<file path="config.mk">
export PLATFORM = sky130hd
export DESIGN_NAME = fir_poly_sum
export DESIGN_NICKNAME = d
export VERILOG_FILES = /design/src/rtl/fir_poly_sum.sv
export SDC_FILE = /design/constraint.sdc
export NUM_CORES = 1
export LEC_CHECK = 0
export CORE_MARGIN = 4
export CORE_UTILIZATION = 55
export CTS_CLUSTER_SIZE = 16
export DETAILED_ROUTE_END_ITERATION = 16
export GPL_ROUTABILITY_DRIVEN = 1
export GPL_TIMING_DRIVEN = 0
export PLACE_DENSITY = 0.77
export SLEW_MARGIN = 30
export SYNTH_ARGS = -nofsm -noshare
export SYNTH_HDL_FRONTEND = slang
export SYNTH_SLANG_ARGS = --single-unit
</file>
<file path="constraint.sdc">
create_clock -name clk -period 5.3 [get_ports clk]
set_clock_uncertainty 0.2 [all_clocks]
set_input_delay 0.53 -clock clk [delete_from_list [all_inputs] [get_ports clk]]
set_output_delay 0.53 -clock clk [all_outputs]
set_load 0.005 [all_outputs]
</file>
<file path="src/rtl/fir_poly_sum.sv">
// Output stage behind the polyphase FIR banks: accumulates M branch partials per sample,
// rounds/saturates the sum and queues it in a 2-entry FIFO with sticky drop/framing flags.
module fir_poly_sum #(
    parameter int M            = 20,
    parameter int IN_WIDTH     = 35,
    parameter int OUTPUT_WIDTH = 24,
    parameter int DROP_BITS    = 16
) (
    input  logic                           clk,
    input  logic                           rst,
    input  logic signed [IN_WIDTH-1:0]     din,
    input  logic                           din_valid,
    input  logic                           din_last,
    output logic signed [OUTPUT_WIDTH-1:0] dout,
    output logic                           dout_valid,
    input  logic                           dout_ready,
    input  logic                           clr_flags,
    output logic                           ovf,
    output logic                           err
);

    localparam int M_LOG2    = $clog2(M);
    localparam int ACC_WIDTH = IN_WIDTH + M_LOG2;
    localparam int RW        = ACC_WIDTH + 1;

    localparam logic [M_LOG2-1:0]    LAST_BEAT = M_LOG2'(M - 1);
    localparam logic signed [RW-1:0] HALF      = RW'(1) <<< (DROP_BITS - 1);
    localparam logic signed [RW-1:0] SAT_MAX   = (RW'(1) <<< (OUTPUT_WIDTH - 1)) - RW'(1);
    localparam logic signed [RW-1:0] SAT_MIN   = -(RW'(1) <<< (OUTPUT_WIDTH - 1));

    // ------------------------------------------------------------------
    // Beat accumulator
    // ------------------------------------------------------------------
    logic [M_LOG2-1:0]           count_reg;
    logic signed [ACC_WIDTH-1:0] acc_reg;
    logic                        done_reg;

    logic signed [ACC_WIDTH-1:0] din_ext;
    logic signed [ACC_WIDTH-1:0] acc_base;
    logic signed [ACC_WIDTH-1:0] acc_sum;
    logic                        is_last_beat;
    logic                        frame_ok;
    logic                        frame_err;

    always_comb begin
        din_ext      = {{M_LOG2{din[IN_WIDTH-1]}}, din};
        acc_base     = (count_reg == '0) ? '0 : acc_reg;
        acc_sum      = acc_base + din_ext;
        is_last_beat = (count_reg == LAST_BEAT);
        frame_ok     = din_valid && din_last && is_last_beat;
        frame_err    = din_valid && (din_last != is_last_beat);
    end

    // The final sum stays in acc_reg for one cycle after completion; the round
    // stage picks it up from there, so no separate sum register is needed.
    always_ff @(posedge clk) begin
        if (rst) begin
            count_reg <= '0;
            acc_reg   <= '0;
            done_reg  <= 1'b0;
        end else begin
            done_reg <= frame_ok;
            if (frame_ok) begin
                acc_reg   <= acc_sum;
                count_reg <= '0;
            end else if (frame_err) begin
                acc_reg   <= '0;
                count_reg <= '0;
            end else if (din_valid) begin
                acc_reg   <= acc_sum;
                count_reg <= count_reg + M_LOG2'(1);
            end
        end
    end

    // ------------------------------------------------------------------
    // Round half up, then saturate
    // ------------------------------------------------------------------
    logic signed [RW-1:0]           sum_ext;
    logic signed [RW-1:0]           rnd_add;
    logic signed [RW-1:0]           rnd_shift;
    logic signed [OUTPUT_WIDTH-1:0] rnd_sat;
    logic                           rnd_valid_reg;
    logic signed [OUTPUT_WIDTH-1:0] rnd_data_reg;

    always_comb begin
        sum_ext   = {acc_reg[ACC_WIDTH-1], acc_reg};
        rnd_add   = sum_ext + HALF;
        rnd_shift = rnd_add >>> DROP_BITS;
        if (rnd_shift > SAT_MAX) begin
            rnd_sat = {1'b0, {(OUTPUT_WIDTH-1){1'b1}}};
        end else if (rnd_shift < SAT_MIN) begin
            rnd_sat = {1'b1, {(OUTPUT_WIDTH-1){1'b0}}};
        end else begin
            rnd_sat = rnd_shift[OUTPUT_WIDTH-1:0];
        end
    end

    always_ff @(posedge clk) begin
        if (rst) begin
            rnd_valid_reg <= 1'b0;
            rnd_data_reg  <= '0;
        end else begin
            rnd_valid_reg <= done_reg;
            rnd_data_reg  <= rnd_sat;
        end
    end

    // ------------------------------------------------------------------
    // 2-entry output FIFO; slot 0 is the head and drives dout directly
    // ------------------------------------------------------------------
    logic [1:0]                     fifo_count_reg;
    logic [1:0]                     fifo_count_next;
    logic signed [OUTPUT_WIDTH-1:0] fifo_mem_reg  [2];
    logic signed [OUTPUT_WIDTH-1:0] fifo_mem_next [2];
    logic                           dout_valid_reg;
    logic                           pop;
    logic                           push_ok;
    logic                           drop;

    always_comb begin
        pop     = dout_valid_reg && dout_ready;
        push_ok = rnd_valid_reg && ((fifo_count_reg != 2'd2) || pop);
        drop    = rnd_valid_reg && !push_ok;

        fifo_count_next  = fifo_count_reg;
        fifo_mem_next[0] = fifo_mem_reg[0];
        fifo_mem_next[1] = fifo_mem_reg[1];

        if (push_ok && !pop) begin
            fifo_count_next = fifo_count_reg + 2'd1;
        end else if (!push_ok && pop) begin
            fifo_count_next = fifo_count_reg - 2'd1;
        end

        if (pop) begin
            if (fifo_count_reg == 2'd2) begin
                fifo_mem_next[0] = fifo_mem_reg[1];
                if (push_ok) begin
                    fifo_mem_next[1] = rnd_data_reg;
                end
            end else if (push_ok) begin
                fifo_mem_next[0] = rnd_data_reg;
            end
        end else if (push_ok) begin
            if (fifo_count_reg == 2'd0) begin
                fifo_mem_next[0] = rnd_data_reg;
            end else begin
                fifo_mem_next[1] = rnd_data_reg;
            end
        end
    end

    generate
        for (genvar gi = 0; gi < 2; gi++) begin : g_fifo_slot
            always_ff @(posedge clk) begin
                if (rst) begin
                    fifo_mem_reg[gi] <= '0;
                end else begin
                    fifo_mem_reg[gi] <= fifo_mem_next[gi];
                end
            end
        end
    endgenerate

    always_ff @(posedge clk) begin
        if (rst) begin
            fifo_count_reg <= 2'd0;
            dout_valid_reg <= 1'b0;
        end else begin
            fifo_count_reg <= fifo_count_next;
            dout_valid_reg <= (fifo_count_next != 2'd0);
        end
    end

    assign dout       = fifo_mem_reg[0];
    assign dout_valid = dout_valid_reg;

    // ------------------------------------------------------------------
    // Sticky flags: a set event in the clearing cycle wins
    // ------------------------------------------------------------------
    logic ovf_reg;
    logic err_reg;

    always_ff @(posedge clk) begin
        if (rst) begin
            ovf_reg <= 1'b0;
            err_reg <= 1'b0;
        end else begin
            ovf_reg <= drop      || (ovf_reg && !clr_flags);
            err_reg <= frame_err || (err_reg && !clr_flags);
        end
    end

    assign ovf = ovf_reg;
    assign err = err_reg;

endmodule

</file>
==> impl_metrics.env, run 1 <==
export IMPL_fin_util_pct=68.1
export IMPL_grt_max_degree=17
export IMPL_hold_viol=0
export IMPL_largest_register_ffs=48
export IMPL_intPower_w=0.00176
export IMPL_drcViolationCount=0
export IMPL_viasPerCell=5.42
export IMPL_cts_resized=0
export IMPL_pwr_density_cell_nw_per_um2=271
export IMPL_start_util_pct=56.6
export IMPL_rsz0062_at_grt="no"
export IMPL_cpMaxStageDelayCell="nor4b_1"
export IMPL_slew_headroom_pct=43.5
export IMPL_die_width_microns=122
export IMPL_synth_distinct_cells=61
export IMPL_syn_area_sq_um=7200
export IMPL_clkSinkCount=124
export IMPL_fmax_mhz=208
export IMPL_pwr_share_clk_pct=48.7
export IMPL_drt_initial_drc_count=398
export IMPL_drv_cap=0
export IMPL_hp_class="reg2reg"
export IMPL_place_gp_congestion=0.923
export IMPL_grt_overflow=0
export IMPL_endpoint_kind="flop"
export IMPL_clockBufferDepth=2
export IMPL_drive_gt1_share_pct=5.25
export IMPL_routed_wl_microns=16100
export IMPL_postCtsHoldBufs=0
export IMPL_fillCellCount=1122
export IMPL_diodes=0
export IMPL_yosys_top_cells_area="dfxtp_1, ha_1, a21oi_1"
export IMPL_cp_cell_sequence="inv_1 -> ha_1 -> nor4b_1 -> clkbuf_1 -> clkbuf_1 -> nor2b_1 -> ha_1 -> a21o_1 -> a21o_1 -> a21oi_1 -> a21oi_1 -> nor3_2 -> o21ai_1 -> a41oi_1 -> xor2_1 -> o21ai_0"
export IMPL_yosys_cell_count_top_type="dfxtp_1"
export IMPL_grt_first_pass_wirelength_microns=27400
export IMPL_rows=41
export IMPL_required_ps=5380
export IMPL_finalSetupViolations=0
export IMPL_yosys_area_top_type="dfxtp_1"
export IMPL_wire_per_inst_microns=13.9
export IMPL_via_count=6298
export IMPL_syn_avg_cell_area_sq_um=8.07
export IMPL_syn_inst=892
export IMPL_port_buffers=67
export IMPL_netlist_area_leader_share_pct=34.5
export IMPL_grt_pass1_vias=5834
export IMPL_first_pass_iters=6
export IMPL_drv_slew=0
export IMPL_synth_seq_area_share_pct=34.5
export IMPL_peakVddDrop_uv=219
export IMPL_cts_tree="done"
export IMPL_p_comb_share_pct=9.9
export IMPL_cts_buffers_inserted=17
export IMPL_p_sw_share_pct=25.1
export IMPL_grt_antenna_before_repair=0
export IMPL_min_period_ps=4800
export IMPL_syn_num_nets=978
export IMPL_yosys_register_bits=124
export IMPL_grt_usage_pct=22.5
export IMPL_synth_flop_cell="dfxtp_1"
export IMPL_path_max_fanout=10
export IMPL_cpPeakStageDelay_ps=660
export IMPL_io_pin_count=68
export IMPL_die_h_microns=122
export IMPL_hpwl_microns=12100
export IMPL_fin_setup_tns_ps=0
export IMPL_arrival_ps=4880
export IMPL_dieArea_sq_um=15000
export IMPL_cts_htree_levels=4
export IMPL_clock_latency_ps=410
export IMPL_cts_root_buf="clkbuf_16"
export IMPL_synthTopCellsByCount="dfxtp_1, nand2_1, a21oi_1, nor2_1, nor2b_1"
export IMPL_postCtsSetupRepairBufs=0
export IMPL_syn_to_final_growth_pct=20.4
export IMPL_coreArea_sq_um=12700
export IMPL_async_reset_ff_share_pct=0
export IMPL_p_sw_w=0.000589
export IMPL_postRouteAntennaNets=0
export IMPL_yosys_warnings=0
export IMPL_seqPwrFrac_pct=41.4
export IMPL_worst_slew_pin_slew_ps=844
export IMPL_startpoint_type="flop"
export IMPL_synth_edff_count=0
export IMPL_crit_type="reg2reg"
export IMPL_clkTransAtPathRegs_ps=60
export IMPL_nets=1064
export IMPL_final_period_utilization_pct=90.5
export IMPL_power_leakage_nw=3.19
export IMPL_outcome="finished clean"
==> final cells by class <==
class	count	area, sq um	area share [%]
tap	172	215	2.48
timing repair buffer	67	671	7.74
clock buffer	18	439	5.07
multi-input combinational	712	4500	51.9
buffer	49	189	2.18
sequential	124	2480	28.6
inverter	7	26.3	0.303
clock inverter	14	144	1.66
==> kinds of logic after synthesis <==
family | Yosys count | share of synthesized area [%]
AOI/OAI and AO/OA | 239 | 20.8
xor gates and xnor gates | 62 | 7.55
adders and majority gates | 45 | 7.93
buffers and inverters | 56 | 2.99
DFF | 124 | 34.5
muxes | 27 | 3.77
and+or+nand+nor | 339 | 22.5
==> cell usage in the layout, fill, tap and decap left out, types with 4 or more instances in the layout <==
| master | instances |
|---|---|
| nand2_1 | 122 |
| clkdlybuf4s50_1 | 67 |
| nor2_1 | 80 |
| inv_1 | 7 |
| nor2b_1 | 58 |
| clkbuf_1 | 42 |
| dfxtp_1 | 124 |
| clkbuf_16 | 17 |
| nand4_1 | 16 |
| a211oi_1 | 28 |
| o21ai_0 | 48 |
| xor2_1 | 35 |
| o21a_1 | 5 |
| a21o_1 | 19 |
| a21oi_1 | 99 |
| nand3b_1 | 4 |
| mux2i_1 | 26 |
| o21ai_1 | 4 |
| clkinv_2 | 5 |
| xnor2_1 | 27 |
| nand3_1 | 15 |
| ha_1 | 44 |
| a22o_1 | 5 |
| and2_1 | 5 |
| nand2b_1 | 10 |
| nor3_1 | 6 |
| buf_2 | 4 |
| and3_1 | 7 |
==> routing by layer <==
metal  up-vias  part of all wire [%]  track usage, %  routed length (microns)
li1       3305                     -               -                        -
met5         -                     0               0                        0
met2       147                    46            36.5                     7370
met3        20                   4.6            4.06                      735
met1      2826                    48            30.7                     7810
met4         0                   1.4            6.93                      222
==> critical path, delay by kind of cell, from the launching register on <==
| family | cells | cell delay [ps] |
|---|---|---|
| compound gates | 7 | 1310 |
| xor+xnor | 1 | 160 |
| fa+ha+maj | 2 | 520 |
| buf+inv | 3 | 1030 |
| flops | 1 | 340 |
| simple gates | 3 | 1120 |
==> per-stage QoR <==
step / area [sq um] / total power, W / std cells / hold WS (ps) / setup slack (ps)
finish: 8660 / 0.00235 / 1163 / 237 / 502
global route: 8660 / 0.00243 / 1163 / 268 / 126
CTS: 8660 / 0.00236 / 1163 / 244 / 430
detailed placement: 8080 / 0.00122 / 1131 / 228 / 391
global placement: 8080 / 0.00122 / 1131 / 222 / 427
floorplan: 7200 / 0.00114 / 892 / 214 / 1510
==> path summary, 6_finish.rpt <==
path                      from       endpoint  depth (start not counted)  slack [ps]
setup / recovery  count_reg[0]    acc_reg[37]                         16         500
hold / removal        done_reg  rnd_valid_reg                          1         240
setup reg to reg  count_reg[0]    acc_reg[37]                         16         500
hold reg to reg       done_reg  rnd_valid_reg                          1         240
==> power groups by stage <==
stage	combinational [W]	sequential, W	clock, W
after CTS	0.000233	0.000972	0.00115
after detailed placement	0.000232	0.000992	0
after global routing	0.000260	0.000975	0.00120
final	0.000233	0.000972	0.00114
after floorplan	0.000157	0.000986	0
after global placement	0.000229	0.000991	0
(Power assumes the default switching activity.)
==> run 2: changes to the inputs <==
CTS_CLUSTER_SIZE = not set   (was 16)
==> results of run 2 <==
Same layout as run 1: the final DEF is identical, and so are final timing and power.
